**config.mk**
```make
export PLATFORM = sky130hd
export DESIGN_NAME = multdiv_ctrl
export DESIGN_NICKNAME = d
export VERILOG_FILES = /design/src/rtl/multdiv_ctrl.sv
export SDC_FILE = /design/constraint.sdc
export NUM_CORES = 1
export LEC_CHECK = 0
export CELL_PAD_IN_SITES_DETAIL_PLACEMENT = 1
export CELL_PAD_IN_SITES_GLOBAL_PLACEMENT = 2
export CORE_ASPECT_RATIO = 1.4
export CORE_UTILIZATION = 15
export CTS_CLUSTER_DIAMETER = 40
export CTS_CLUSTER_SIZE = 40
export DETAILED_ROUTE_END_ITERATION = 6
export PLACE_DENSITY_LB_ADDON = 0.2
export RECOVER_POWER = 50
export SYNTH_ARGS = -nofsm -noshare
export SYNTH_HDL_FRONTEND = slang
export SYNTH_SLANG_ARGS = --single-unit
```
**constraint.sdc**
```tcl
create_clock -name clk -period 1.1 [get_ports clk]
set_input_delay 0.22 -clock clk [delete_from_list [all_inputs] [get_ports clk]]
set_output_delay 0.22 -clock clk [all_outputs]
set_load 0.01 [all_outputs]
```
**src/rtl/multdiv_ctrl.sv**
```systemverilog
// Sequencer for a 32-step iterative multiply/divide datapath and its external step counter.
// Latency: start at edge T -> load in T+1, step_en T+2..T+33, result_rdy T+34; errors finish in T+1.
// No backpressure: a new start always wins and aborts any operation in flight.
// Optional watchdog on the RUN phase is built when MULTDIV_CTRL_WATCHDOG_EN is defined.
module multdiv_ctrl (
  input  logic       clk,
  input  logic       reset,
  input  logic       ctrl_mult,
  input  logic       ctrl_div,
  input  logic       div_zero,
  input  logic [4:0] ct,
  input  logic       c_end,
  output logic       cnt_reset,
  output logic       load,
  output logic       step_en,
  output logic       first_step,
  output logic       is_div,
  output logic       busy,
  output logic       result_rdy,
  output logic       exception,
  output logic       timeout
);

  typedef enum logic [1:0] {IDLE, LOAD, RUN, DONE} state_t;

  state_t state;
  state_t state_nxt;
  logic   is_div_nxt;
  logic   exc_nxt;
  logic   start;
  logic   both_req;
  logic   dz_err;
  logic   wd_expired;

  // Exactly one request is a start; both at once, or divide by zero, is an immediate error.
  assign start    = ctrl_mult ^ ctrl_div;
  assign both_req = ctrl_mult & ctrl_div;
  assign dz_err   = ctrl_div & ~ctrl_mult & div_zero;

`ifdef MULTDIV_CTRL_WATCHDOG_EN
  // Last RUN cycle index (0-based) before the watchdog gives up: 40 RUN cycles in total.
  localparam logic [5:0] WD_LAST = 6'd39;

  logic [5:0] wd_cnt;
  logic       to_nxt;

  // Count RUN cycles, restarting whenever a new operation is loaded.
  always_ff @(posedge clk) begin
    if (reset) begin
      wd_cnt <= '0;
    end else if (state_nxt == LOAD) begin
      wd_cnt <= '0;
    end else if (state == RUN) begin
      wd_cnt <= wd_cnt + 6'd1;
    end
  end

  assign wd_expired = (state == RUN) && (wd_cnt == WD_LAST);
  // A timeout only stands if no normal finish and no new request arrive in the same cycle.
  assign to_nxt     = wd_expired & ~c_end & ~ctrl_mult & ~ctrl_div;

  // Timeout flag is live only for the DONE cycle it causes.
  always_ff @(posedge clk) begin
    if (reset) begin
      timeout <= 1'b0;
    end else begin
      timeout <= to_nxt;
    end
  end
`else
  assign wd_expired = 1'b0;
  assign timeout    = 1'b0;
`endif

  // State, latched operation and error flag registers.
  always_ff @(posedge clk) begin
    if (reset) begin
      state     <= IDLE;
      is_div    <= 1'b0;
      exception <= 1'b0;
    end else begin
      state     <= state_nxt;
      is_div    <= is_div_nxt;
      exception <= exc_nxt;
    end
  end

  // Next-state: requests override the current state; otherwise walk IDLE/LOAD/RUN/DONE.
  always_comb begin
    state_nxt  = state;
    is_div_nxt = is_div;
    exc_nxt    = 1'b0;
    if (both_req) begin
      state_nxt = DONE;
      exc_nxt   = 1'b1;
    end else if (dz_err) begin
      state_nxt  = DONE;
      exc_nxt    = 1'b1;
      is_div_nxt = 1'b1;
    end else if (start) begin
      state_nxt  = LOAD;
      is_div_nxt = ctrl_div;
    end else begin
      case (state)
        IDLE: state_nxt = IDLE;
        LOAD: state_nxt = RUN;
        RUN: begin
          if (c_end) begin
            state_nxt = DONE;
          end else if (wd_expired) begin
            state_nxt = DONE;
            exc_nxt   = 1'b1;
          end
        end
        DONE:    state_nxt = IDLE;
        default: state_nxt = IDLE;
      endcase
    end
  end

  // Outputs decoded purely from state and the counter value.
  always_comb begin
    cnt_reset  = (state != RUN);
    load       = (state == LOAD);
    step_en    = (state == RUN);
    first_step = (state == RUN) && (ct == 5'd0);
    busy       = (state == LOAD) || (state == RUN);
    result_rdy = (state == DONE);
  end

endmodule

```
==> summary.md <==
| Metric | Value |
|---|---|
| Syn-to-layout area delta | 144% |
| Share of the synthesized area in the top cell type | 27.1% |
| Die Height | 54.5 µm |
| Gate power share | 47.0% |
| Post-route ant nets | 0 |
| WP depth | 4 |
| Met3 Usage GRT | 4.88% |
| Pint | 0.472 mW |
| Yosys warns | 0 |
| Syn Area/Cell | 8.95 µm² |
| RSZ-0062 raised after global routing | true |
| Total CTS buffers | 3 |
| Sw frac | 28.8% |
| Drt wl/cell | 10.2 µm |
| DRT iter0 DRCs | 3 |
| Crit path launch | ct[3] |
| Pwr/cell area | 918 mW/mm² |
| Flops & latches, synth | 4 |
| Status | finished, violations left |
| Drt pass-1 iters | 3 |
| Reg2reg start | state[0]$_SDFFE_PP0P_ |
| Synthesized instance count | 33 |
| Largest family of logic cells by synthesized area | adder cells |
| GR Util met2 | 18.3% |
| CP Data Required Time | 0.88 ns |
| Cts hold-fix bufs | 0 |
| Slowest CP cell | or4_4 |
| Reg2Reg Capture Point | state[1]$_SDFFE_PP0P_ |
| Top FF cell, synth | dfxtp_1 |
| Vias per inst | 4.17 |
| # fillers | 220 |
| Hold Crit Depth | 1 |
| Multi-input gate area | 268 µm² |
| Worst Path Buf+Inv | 2 |
| Path category of the worst min-delay check | reg -> reg |
| Worst stage delay on the critical path | 0.53 ns |
| Layout cells sized above 1 | 72.1% |
| Mux contribution to synthesized area | 0% |
| Failing checks | negative setup slack |
| Nets | 87 |
| Antenna violations before repair | 0 |
| Crit path cell chain | buf_6, or4_4, nor3_4, buf_2 |
| Final hold viol count | 0 |
| Layout Skew | 0.0000564 ns |
| I/O pin count | 20 |
| Synth area leaders | dfxtp_1, ha_1, inv_1, nor2_1, a211oi_2 |
| H-tree levels | 1 |
| Compound-Gate Fraction of Synth Area | 19.1% |
| CTS tree | yes |
| DRT Wirelength | 894 µm |
| Synth async-reset ratio | 0% |
| FF/Latch Area | 85.1 µm² |
| Die footprint | 0.00215 mm² |
| Crit path DAT | 1.14 ns |
| Top delay family on crit path | simple AND/OR/NAND/NOR gates |
| Sw power | 0.191 mW |
| Critical path endpoint | first_step |
| Placeable Area | 0.00180 mm² |
| Crit-path max FO | 1 |
| Netlist cell types | 16 |
| Register area share after synthesis | 27.1% |
| Sequential share of power | 25.8% |
| Max Transition Viols Final | 0 |
| Hpwl dp | 688 µm |
| Initial Util | 16.4% |
| Tot GR Track Use | 10.2% |
| Max Fclk | 737 MHz |
| EDFF count, synth | 0 |
| Gpl congestion | 0.657 |
| Global routing usage on met1 | 9.80% |
| Finish-stage setup viols | 8 |
| Leak pwr | 0.329 nW |
| Area of the mapped netlist | 295 µm² |
| Clock latency on the worst-skew pair | 0.23 ns |
| Hold_ws | 0.460 ns |
| Overflow after GRT | 0 |
| Clk pwr share | 27.1% |
| CTS Buffer Depth | 2 |
| Synth Area in XOR/XNOR | 0% |
| Worst reg2reg setup slack | -0.09 ns |
| Worst IR Drop VDD | 0.000685 V |
| Critical Setup Path Class | in -> out |
| Hold_sp | is_div$_SDFFE_PP0P_ |
| Busiest grt layer | met2 |
| Number of clock sinks | 4 |
| DR vias | 367 |
| Top cells by count, synth | ha_1, inv_1, dfxtp_1, nor2_1, a21oi_1 |
| Clock Tree Root | clkbuf_4 |
| Syn_nets | 50 |
| Period minus WS final | 1.36 ns |
| Synth Area in Simple Gates | 16.9% |
| # rows | 18 |
| Final Core Density | 40.1% |
| Global-route wire length before repair | 1.46 mm |
| Critical Path Start Type | primary input |
| Vias in the first global route | 363 |
| ANT cells | 0 |
| IO buf count | 18 |
| Max-cap viol count | 0 |
| Register-to-Register Path Depth | 6 |
| Final total power | 0.663 mW |
| PnR worst setup slack | -0.256 ns |
| Synth area leader | dfxtp_1 |
| CP endpoint kind | output pin |
| Drt drc | 0 |
| Clk pin slew, worst setup/hold paths | 0.03 ns |
| Post-Synth Adder-Cell Area | 25.4% |
| Chip width | 39.5 µm |
| Fin crit share | 123% |
| Largest net degree at the start of global routing | 5 |
[cell usage in the layout, fill, tap and decap left out, types with 2 or more instances in the layout]
cell / netlist / layout
dfxtp_1: 4 / 2
clkbuf_4: 0 / 3
buf_4: 1 / 13
clkdlybuf4s50_1: 0 / 4
nor2_1: 4 / 2
inv_2: 0 / 4
buf_2: 0 / 2
nor2_2: 0 / 2
dlygate4sd2_1: 0 / 4
ha_4: 0 / 4
ha_2: 0 / 2
buf_6: 0 / 9
inv_4: 0 / 2
[kinds of logic after synthesis]
kind of cell / count (synthesis)
buffers and inverters: 7
and+or+nand+nor: 8
DFF: 4
AOI/OAI and AO/OA: 7
other: 1
adders and majority gates: 6
[area by class of cell]
cell class / count / area share [%]
clock buffer: 3 / 3.12
inverter: 6 / 3.81
multi-input combinational: 22 / 37.1
sequential: 4 / 11.8
tap: 20 / 3.47
timing repair buffer: 33 / 40.7
[power groups by stage]
stage | logic (mW) | clock network [mW] | registers, mW
3_5_place_dp | 0.243 | 0 | 0.172
5_1_grt | 0.342 | 0.202 | 0.173
3_3_place_gp | 0.241 | 0 | 0.172
4_1_cts | 0.293 | 0.188 | 0.172
6_report | 0.312 | 0.180 | 0.171
2_1_floorplan | 0.0940 | 0 | 0.175
[sequential cells by signal, summed over array words and instances (netlist names)]
name	flops
exception	1
state	2
is_div	1
[worst min-delay path by stage]
stage,end,slack [ns]
after detailed placement,is_div$_SDFFE_PP0P_,0.46
final,is_div$_SDFFE_PP0P_,0.46
after global routing,is_div$_SDFFE_PP0P_,0.51
after floorplan,state[1]$_SDFFE_PP0P_,0.28
after global placement,is_div$_SDFFE_PP0P_,0.46
after CTS,is_div$_SDFFE_PP0P_,0.47
[metal layers]
layer	vias to the layer above	wire length, µm
li1	184	-
met1	171	323
met2	12	528
met3	0	42
met4	0	0
met5	-	0
[worst reg2reg max path: cells and delay by family (launching register included)]
| kind | cells | cell delay, ns |
|---|---|---|
| buffers and inverters | 2 | 0.17 |
| AOI/OAI and AO/OA | 2 | 0.37 |
| and+or+nand+nor | 1 | 0.10 |
| adders and majority gates | 1 | 0.15 |
| DFF | 1 | 0.31 |
[stage by stage]
stage               TNS (ns)  worst slack, ns  std cells  cell area, µm²
finish                -0.883           -0.256         88             722
detailed placement     -4.44           -0.942         80             587
global placement       -4.47           -0.935         80             587
CTS                    -1.13           -0.283         86             682
global route           -1.28           -0.270         88             722
floorplan            -0.0362          -0.0216         33             314
[timing repair]
| action | CTS | global route |
|---|---|---|
| gates cloned | 0 | 0 |
| gates resized for setup | 64 | 8 |
| pin swaps | 5 | 5 |
| setup endpoints to repair | 12 | 9 |
| setup buffers | 3 | 3 |
No activity file was read; power rests on OpenSTA's default activity.
